[config.mk]
export PLATFORM = sky130hd
export DESIGN_NAME = repairmb_partner_responder
export DESIGN_NICKNAME = d
export VERILOG_FILES = /design/src/rtl/repairmb_pkg.sv /design/src/rtl/repairmb_timeout_counter.sv /design/src/rtl/repairmb_partner_responder.sv
export SDC_FILE = /design/constraint.sdc
export NUM_CORES = 1
export LEC_CHECK = 0
export BUFFER_PORTS_ARGS = -buffer_cell sky130_fd_sc_hd__buf_2
export CORE_ASPECT_RATIO = 1.1
export CORE_MARGIN = 1.5
export CORE_UTILIZATION = 55
export DETAILED_ROUTE_END_ITERATION = 10
export GPL_TIMING_DRIVEN = 0
export PLACE_DENSITY = 0.76
export REMOVE_ABC_BUFFERS = 1
export SLEW_MARGIN = 20
export SYNTH_ARGS = -nofsm -noshare
export SYNTH_HDL_FRONTEND = slang
export SYNTH_SLANG_ARGS = --single-unit
[constraint.sdc]
create_clock -name CLK -period 2.9 [get_ports CLK]
set_input_delay 0.58 -clock CLK [delete_from_list [all_inputs] [get_ports CLK]]
set_output_delay 0.58 -clock CLK [all_outputs]
set_load 0.05 [all_outputs]
[src/rtl/repairmb_pkg.sv]
// Shared REPAIRMB definitions: sideband message codes, lane-map constants and responder states.
// Used by both the REPAIRMB initiator and responder.
package repairmb_pkg;

  localparam logic [3:0] MSG_NONE               = 4'b0000;
  localparam logic [3:0] MSG_START_REQ          = 4'b0001;
  localparam logic [3:0] MSG_START_RESP         = 4'b0010;
  localparam logic [3:0] MSG_END_REQ            = 4'b0011;
  localparam logic [3:0] MSG_END_RESP           = 4'b0100;
  localparam logic [3:0] MSG_APPLY_DEGRADE_REQ  = 4'b0101;
  localparam logic [3:0] MSG_APPLY_DEGRADE_RESP = 4'b0110;

  localparam logic [1:0] LANES_NONE = 2'b00;
  localparam logic [1:0] LANES_LO   = 2'b01;
  localparam logic [1:0] LANES_HI   = 2'b10;
  localparam logic [1:0] LANES_ALL  = 2'b11;

  typedef enum logic [3:0] {
    ST_IDLE       = 4'd0,
    ST_WAIT_START = 4'd1,
    ST_BUSY_START = 4'd2,
    ST_START_RESP = 4'd3,
    ST_WAIT_REQ   = 4'd4,
    ST_BUSY_DEG   = 4'd5,
    ST_DEG_RESP   = 4'd6,
    ST_BUSY_END   = 4'd7,
    ST_END_RESP   = 4'd8,
    ST_DONE       = 4'd9,
    ST_ERROR      = 4'd10
  } state_t;

  function automatic logic is_half_width(input logic [1:0] lanes);
    return (lanes == LANES_LO) || (lanes == LANES_HI);
  endfunction

endpackage

[src/rtl/repairmb_timeout_counter.sv]
// Inactivity timer: counts while run_i is high, clears on clear_i.
// expired_o is combinational from the count; no backpressure.
module repairmb_timeout_counter #(
  parameter int TIMEOUT_CYCLES = 800000,
  parameter int TIMEOUT_W      = 20
) (
  input  logic CLK,
  input  logic rst_n,
  input  logic run_i,
  input  logic clear_i,
  output logic expired_o
);

  logic [TIMEOUT_W-1:0] cnt_q;
  logic [TIMEOUT_W-1:0] cnt_d;

  always_comb begin
    cnt_d = cnt_q;
    if (clear_i) begin
      cnt_d = '0;
    end else if (run_i) begin
      cnt_d = cnt_q + TIMEOUT_W'(1);
    end
  end

  always_ff @(posedge CLK or negedge rst_n) begin
    if (!rst_n) begin
      cnt_q <= '0;
    end else begin
      cnt_q <= cnt_d;
    end
  end

  assign expired_o = run_i && (cnt_q == TIMEOUT_W'(TIMEOUT_CYCLES - 1));

endmodule

[src/rtl/repairmb_partner_responder.sv]
// REPAIRMB responder: answers start/apply-degrade/end requests and latches the requested lane map.
// Outputs registered from next state (1 cycle); responses wait while sideband TX is busy.
module repairmb_partner_responder
  import repairmb_pkg::*;
#(
  parameter int TIMEOUT_CYCLES = 800000,
  parameter int TIMEOUT_W      = 20
) (
  input  logic       CLK,
  input  logic       rst_n,
  input  logic       i_repairmb_en,
  input  logic [3:0] i_RX_SbMessage,
  input  logic       i_msg_valid,
  input  logic [2:0] i_msg_info,
  input  logic       i_Busy_SideBand,
  input  logic       i_falling_edge_busy,
  output logic [3:0] o_TX_SbMessage,
  output logic       o_ValidOut_responder,
  output logic [2:0] o_msg_info_responder,
  output logic [1:0] o_Functional_Lanes,
  output logic       o_apply_repeater,
  output logic       o_repairmb_resp_end,
  output logic       o_error
);

  state_t     state_q, state_d;
  logic [1:0] req_lanes_q, req_lanes_d;
  logic [3:0] tx_msg_q, tx_msg_d;
  logic       tx_vld_q, tx_vld_d;
  logic [2:0] tx_info_q, tx_info_d;
  logic [1:0] lanes_q, lanes_d;
  logic       repeater_q, repeater_d;
  logic       resp_end_q, resp_end_d;
  logic       error_q, error_d;

  logic       tmo_run;
  logic       tmo_clear;
  logic       tmo_expired;
  logic [1:0] rx_lanes;
  logic       unused_info_msb;

  assign rx_lanes        = i_msg_info[1:0];
  assign unused_info_msb = i_msg_info[2];
  assign tmo_run         = (state_q == ST_WAIT_START) || (state_q == ST_WAIT_REQ);
  assign tmo_clear       = (state_d != state_q);

  repairmb_timeout_counter #(
    .TIMEOUT_CYCLES(TIMEOUT_CYCLES),
    .TIMEOUT_W     (TIMEOUT_W)
  ) u_timeout (
    .CLK      (CLK),
    .rst_n    (rst_n),
    .run_i    (tmo_run),
    .clear_i  (tmo_clear),
    .expired_o(tmo_expired)
  );

  always_comb begin
    state_d     = state_q;
    req_lanes_d = req_lanes_q;
    if (!i_repairmb_en) begin
      state_d = ST_IDLE;
    end else begin
      unique case (state_q)
        ST_IDLE: state_d = ST_WAIT_START;
        ST_WAIT_START: begin
          if (tmo_expired) begin
            state_d = ST_ERROR;
          end else if (i_msg_valid && (i_RX_SbMessage == MSG_START_REQ)) begin
            state_d = ST_BUSY_START;
          end
        end
        ST_BUSY_START: if (!i_Busy_SideBand) state_d = ST_START_RESP;
        ST_START_RESP: if (i_falling_edge_busy) state_d = ST_WAIT_REQ;
        ST_WAIT_REQ: begin
          if (tmo_expired) begin
            state_d = ST_ERROR;
          end else if (i_msg_valid) begin
            if (i_RX_SbMessage == MSG_APPLY_DEGRADE_REQ) begin
              // An empty lane map cannot be applied; abort instead of answering.
              if (rx_lanes == LANES_NONE) begin
                state_d = ST_ERROR;
              end else begin
                state_d     = ST_BUSY_DEG;
                req_lanes_d = rx_lanes;
              end
            end else if (i_RX_SbMessage == MSG_END_REQ) begin
              state_d = ST_BUSY_END;
            end else if (i_RX_SbMessage == MSG_START_REQ) begin
              state_d = ST_BUSY_START;
            end
          end
        end
        ST_BUSY_DEG:  if (!i_Busy_SideBand) state_d = ST_DEG_RESP;
        ST_DEG_RESP:  if (i_falling_edge_busy) state_d = ST_WAIT_REQ;
        ST_BUSY_END:  if (!i_Busy_SideBand) state_d = ST_END_RESP;
        ST_END_RESP:  if (i_falling_edge_busy) state_d = ST_DONE;
        ST_DONE:      state_d = ST_DONE;
        ST_ERROR:     state_d = ST_ERROR;
        default:      state_d = ST_IDLE;
      endcase
    end
  end

  always_comb begin
    tx_msg_d   = MSG_NONE;
    tx_vld_d   = 1'b0;
    tx_info_d  = 3'b000;
    lanes_d    = lanes_q;
    repeater_d = i_repairmb_en ? repeater_q : 1'b0;
    resp_end_d = (state_d == ST_DONE);
    error_d    = (state_d == ST_ERROR);
    if (state_d != state_q) begin
      unique case (state_d)
        ST_START_RESP: begin
          tx_msg_d = MSG_START_RESP;
          tx_vld_d = 1'b1;
        end
        ST_DEG_RESP: begin
          tx_msg_d   = MSG_APPLY_DEGRADE_RESP;
          tx_vld_d   = 1'b1;
          tx_info_d  = {1'b0, req_lanes_q};
          lanes_d    = req_lanes_q;
          repeater_d = is_half_width(req_lanes_q);
        end
        ST_END_RESP: begin
          tx_msg_d = MSG_END_RESP;
          tx_vld_d = 1'b1;
        end
        default: ;
      endcase
    end
  end

  always_ff @(posedge CLK or negedge rst_n) begin
    if (!rst_n) begin
      state_q     <= ST_IDLE;
      req_lanes_q <= LANES_ALL;
      tx_msg_q    <= MSG_NONE;
      tx_vld_q    <= 1'b0;
      tx_info_q   <= 3'b000;
      lanes_q     <= LANES_ALL;
      repeater_q  <= 1'b0;
      resp_end_q  <= 1'b0;
      error_q     <= 1'b0;
    end else begin
      state_q     <= state_d;
      req_lanes_q <= req_lanes_d;
      tx_msg_q    <= tx_msg_d;
      tx_vld_q    <= tx_vld_d;
      tx_info_q   <= tx_info_d;
      lanes_q     <= lanes_d;
      repeater_q  <= repeater_d;
      resp_end_q  <= resp_end_d;
      error_q     <= error_d;
    end
  end

  assign o_TX_SbMessage       = tx_msg_q;
  assign o_ValidOut_responder = tx_vld_q;
  assign o_msg_info_responder = tx_info_q;
  assign o_Functional_Lanes   = lanes_q;
  assign o_apply_repeater     = repeater_q;
  assign o_repairmb_resp_end  = resp_end_q;
  assign o_error              = error_q;

endmodule

==> run metrics <==
Net Sw Frac between 20 and 30%; row cnt 23; Placement Setup Slack -199.1 ps; Max Buffers Root-to-Sink 2; antenna cells 0; clock-pin slew on the worst setup and hold paths about 70 ps; DR WL/cell ~14 microns; initial antenna violation count 0; fill count ~300; # IOs 26; Synth area leader dfrtp_1; min cycle time layout between 2000 and 3000 ps; data required time of the worst path around 3100 ps; Core Util, Final a little under two thirds; layout cells sized above 1 26.94%; Post-Synthesis Cells ~230; DR vias/cell between 5 and 6; first-pass GRT wire length about 7400 microns; Tot Pwr between 1 and 1.5 mW; slowest CP cell or4b_4; antenna viol nets, final 0; max_cap viols 0; clock latency on the worst-skew pair slightly below 300 ps; Inserted Clock Buffers 5; initial core utilization about 59%; net switching power about 0.31 mW; max incr delay on CP around 640 ps; CTS H-tree depth 2; final wirelength a little over 4000 microns; area of the core roughly 0.0037 sq mm; Crit Path Class reg2reg; Die ar. ~0.0044 sq mm; Placer Congestion 0.8577; worst slew pin tran roughly 770 ps; synthesized area roughly 0.0022 sq mm; gr ovfl total 0; Worst EP arrival roughly 2900 ps; reg2reg start state_q[0]; Leak between 0.9 and 1 nW; outcome completed; share of Yosys cell area claimed by the top area cell type a little under two fifths; DRC 0; setup ws final between 200 and 250 ps; Max transition margin between 40% and 50%; syn avg cell area between 9 and 10 sq um; Clock Sinks 36; largest net degree at the start of global routing 37; Yosys cell types 53; hold crit path type in2async; Non-Filler Instances 295; Worst setup SP type register; TritonCTS clock tree done; Synth area leaders dfrtp_1 (37%), xor2_1 (5.6%), nor2_2 (5.4%); placed cells 287; Die H slightly below 70 microns; P&R area growth vs syn 8.424%; Max Fclk between 0.3 and 0.4 GHz; CTS resizes 1; CP Max Fanout 20; Seq cells post-synth 36; Async SR Flop Fraction 100.0%; Final Net Count roughly 260; final clock skew 6.987 ps; power share of the clock group between 30 and 40%; die width 63.08 microns; ys flop type dfrtp_1; RSZ-0062 raised after global routing no; vias ~1700; Int Power 0.8184 mW; cell count of the worst reg-to-reg path 7; Max VDD drop about 340 uV; Slew Limit Fails 0; CP Launch Point state_q[0]; sequential share of power between 40 and 50%; Ys Warns 0; IO buf count 21; drt initial violations between 80 and 90; crit path cell chain or4b_4 > a211oi_1 > a22o_1 > a221o_1 > nor2_1 > a221o_4 > a21oi_2; vias in the first global route around 1600; Final Hold Fails 0; number of flops mapped to enable cells by yosys 0; # setup viols final 0; hpwl dp 2881 microns; combinational power share 14.9%; crit path capture type register; PD cells roughly 480 mW/mm^2; root buf cell clkbuf_8; sequential-to-total area share from yosys stat 41.49%; # hold bufs at CTS 0; TritonRoute pass-1 iters 4; Overall Global Routing Usage approximately a fifth; Tcrit/Tclk final between 90% and 100%; number of buffers added for setup after CTS 0
==> cell usage after synthesis (2+ instances only) <==
library cell  instances
dfstp_2               4
or2_2                 2
xnor2_1               7
nor2_2               19
nor2_1               20
nand4_1               5
buf_4                 4
buf_6                 4
nor4_1                2
nand2_1              14
and4_2                2
o21a_1                2
a211o_1               2
nor4bb_1              2
buf_2                 2
xor2_1               14
a21oi_1               6
mux2_2                4
mux2i_1               2
nor3_1                4
and2_1                2
a211oi_1              3
and4_1                3
nand3b_1              3
dfrtp_1              32
nor4b_1               2
and3_1                4
a311oi_1              2
o211ai_1              2
nand3_1              13
clkbuf_8              2
inv_1                 7
o21ai_0              10
==> routing by layer <==
layer / share of wire [%] / routed length (microns) / up-vias / track usage [%]
met5: 0 / 0 / - / 0
met4: 1.2 / 50 / 0 / 5.926
met3: 4.3 / 172 / 5 / 5.383
met2: 51 / 2065 / 39 / 34.87
met1: 43 / 1747 / 808 / 26.94
li1: - / - / 841 / -
==> power groups by stage <==
| stage | Combinational, mW | Clock [mW] | Sequential [mW] |
|---|---|---|---|
| after global placement | 0.161 | 0 | 0.541 |
| after global routing | 0.188 | 0.464 | 0.534 |
| after detailed placement | 0.163 | 0 | 0.541 |
| final | 0.169 | 0.430 | 0.532 |
| after floorplan | 0.107 | 0 | 0.546 |
| after CTS | 0.164 | 0.438 | 0.532 |
==> worst paths after layout <==
| kind | end | slack, ps |
|---|---|---|
| setup reg to reg | u_timeout.cnt_q[1] | 230 |
| setup / recovery | u_timeout.cnt_q[1] | 230 |
| hold / removal | u_timeout.cnt_q[5] | 360 |
| min in group CLK | o_msg_info_responder[1] | 500 |
| hold reg to reg | o_msg_info_responder[1] | 500 |
| max in group asynchronous | u_timeout.cnt_q[9] | 2050 |
==> placed cells by master (no fill, tap or decap), drive strengths merged, types with 3 or more instances in the layout <==
cell type / instances
xor2: 14
a211oi: 3
nand2: 14
dfstp: 4
conb: 3
and4: 5
and3: 4
inv: 7
nand3: 13
dfrtp: 32
clkbuf: 6
nor2: 39
o21ai: 10
nor3: 4
a21oi: 7
nand4: 5
mux2: 4
buf: 21
nand3b: 3
xnor2: 7
==> critical path: cells and delay by family (launching register included) <==
kind	cells	cell delay [ps]
compound gates	5	1270
simple gates	2	700
flops	1	610
==> logic make-up (layout without fill, tap and decap cells) <==
family	after synthesis	in the layout	share of synthesized area [%]
AOI/OAI and AO/OA	39	39	13.01
xor gates and xnor gates	21	21	8.424
adders and majority gates	1	1	0.5730
buffers and inverters	19	36	6.361
DFF	36	36	41.49
muxes	6	6	2.980
other	1	3	0.1718
and+or+nand+nor	103	103	26.99
==> flip-flops by register name, summed over array words and instances, names as in the netlist <==
register	cells
o_apply_repeater	1
o_error	1
state_q	4
req_lanes_q	2
o_TX_SbMessage	2
u_timeout.cnt_q	20
o_ValidOut_responder	1
o_Functional_Lanes	2
o_repairmb_resp_end	1
o_msg_info_responder	2
==> layout make-up <==
cell class | instances | area (sq um) | share of cell area [%]
clock buffers | 6 | 72.57 | 3.066
clock inverters | 2 | 35.03 | 1.480
multi-input cells | 173 | 1160 | 49.00
repair buffers | 21 | 105.1 | 4.440
flip-flops and latches | 36 | 905.9 | 38.27
well taps | 50 | 62.56 | 2.643
inverters | 7 | 26.28 | 1.110
==> per-stage QoR <==
stage	TNS (ps)	cell area [sq um]	hold slack, ps
after floorplan	0	2078	284.4
after global placement	-2998	2246	486.4
after detailed placement	-3788	2246	495.4
after CTS	0	2354	390.3
after global routing	0	2367	433.1
final	0	2367	359.5
Note: power is estimated with default switching activity, not from simulation.
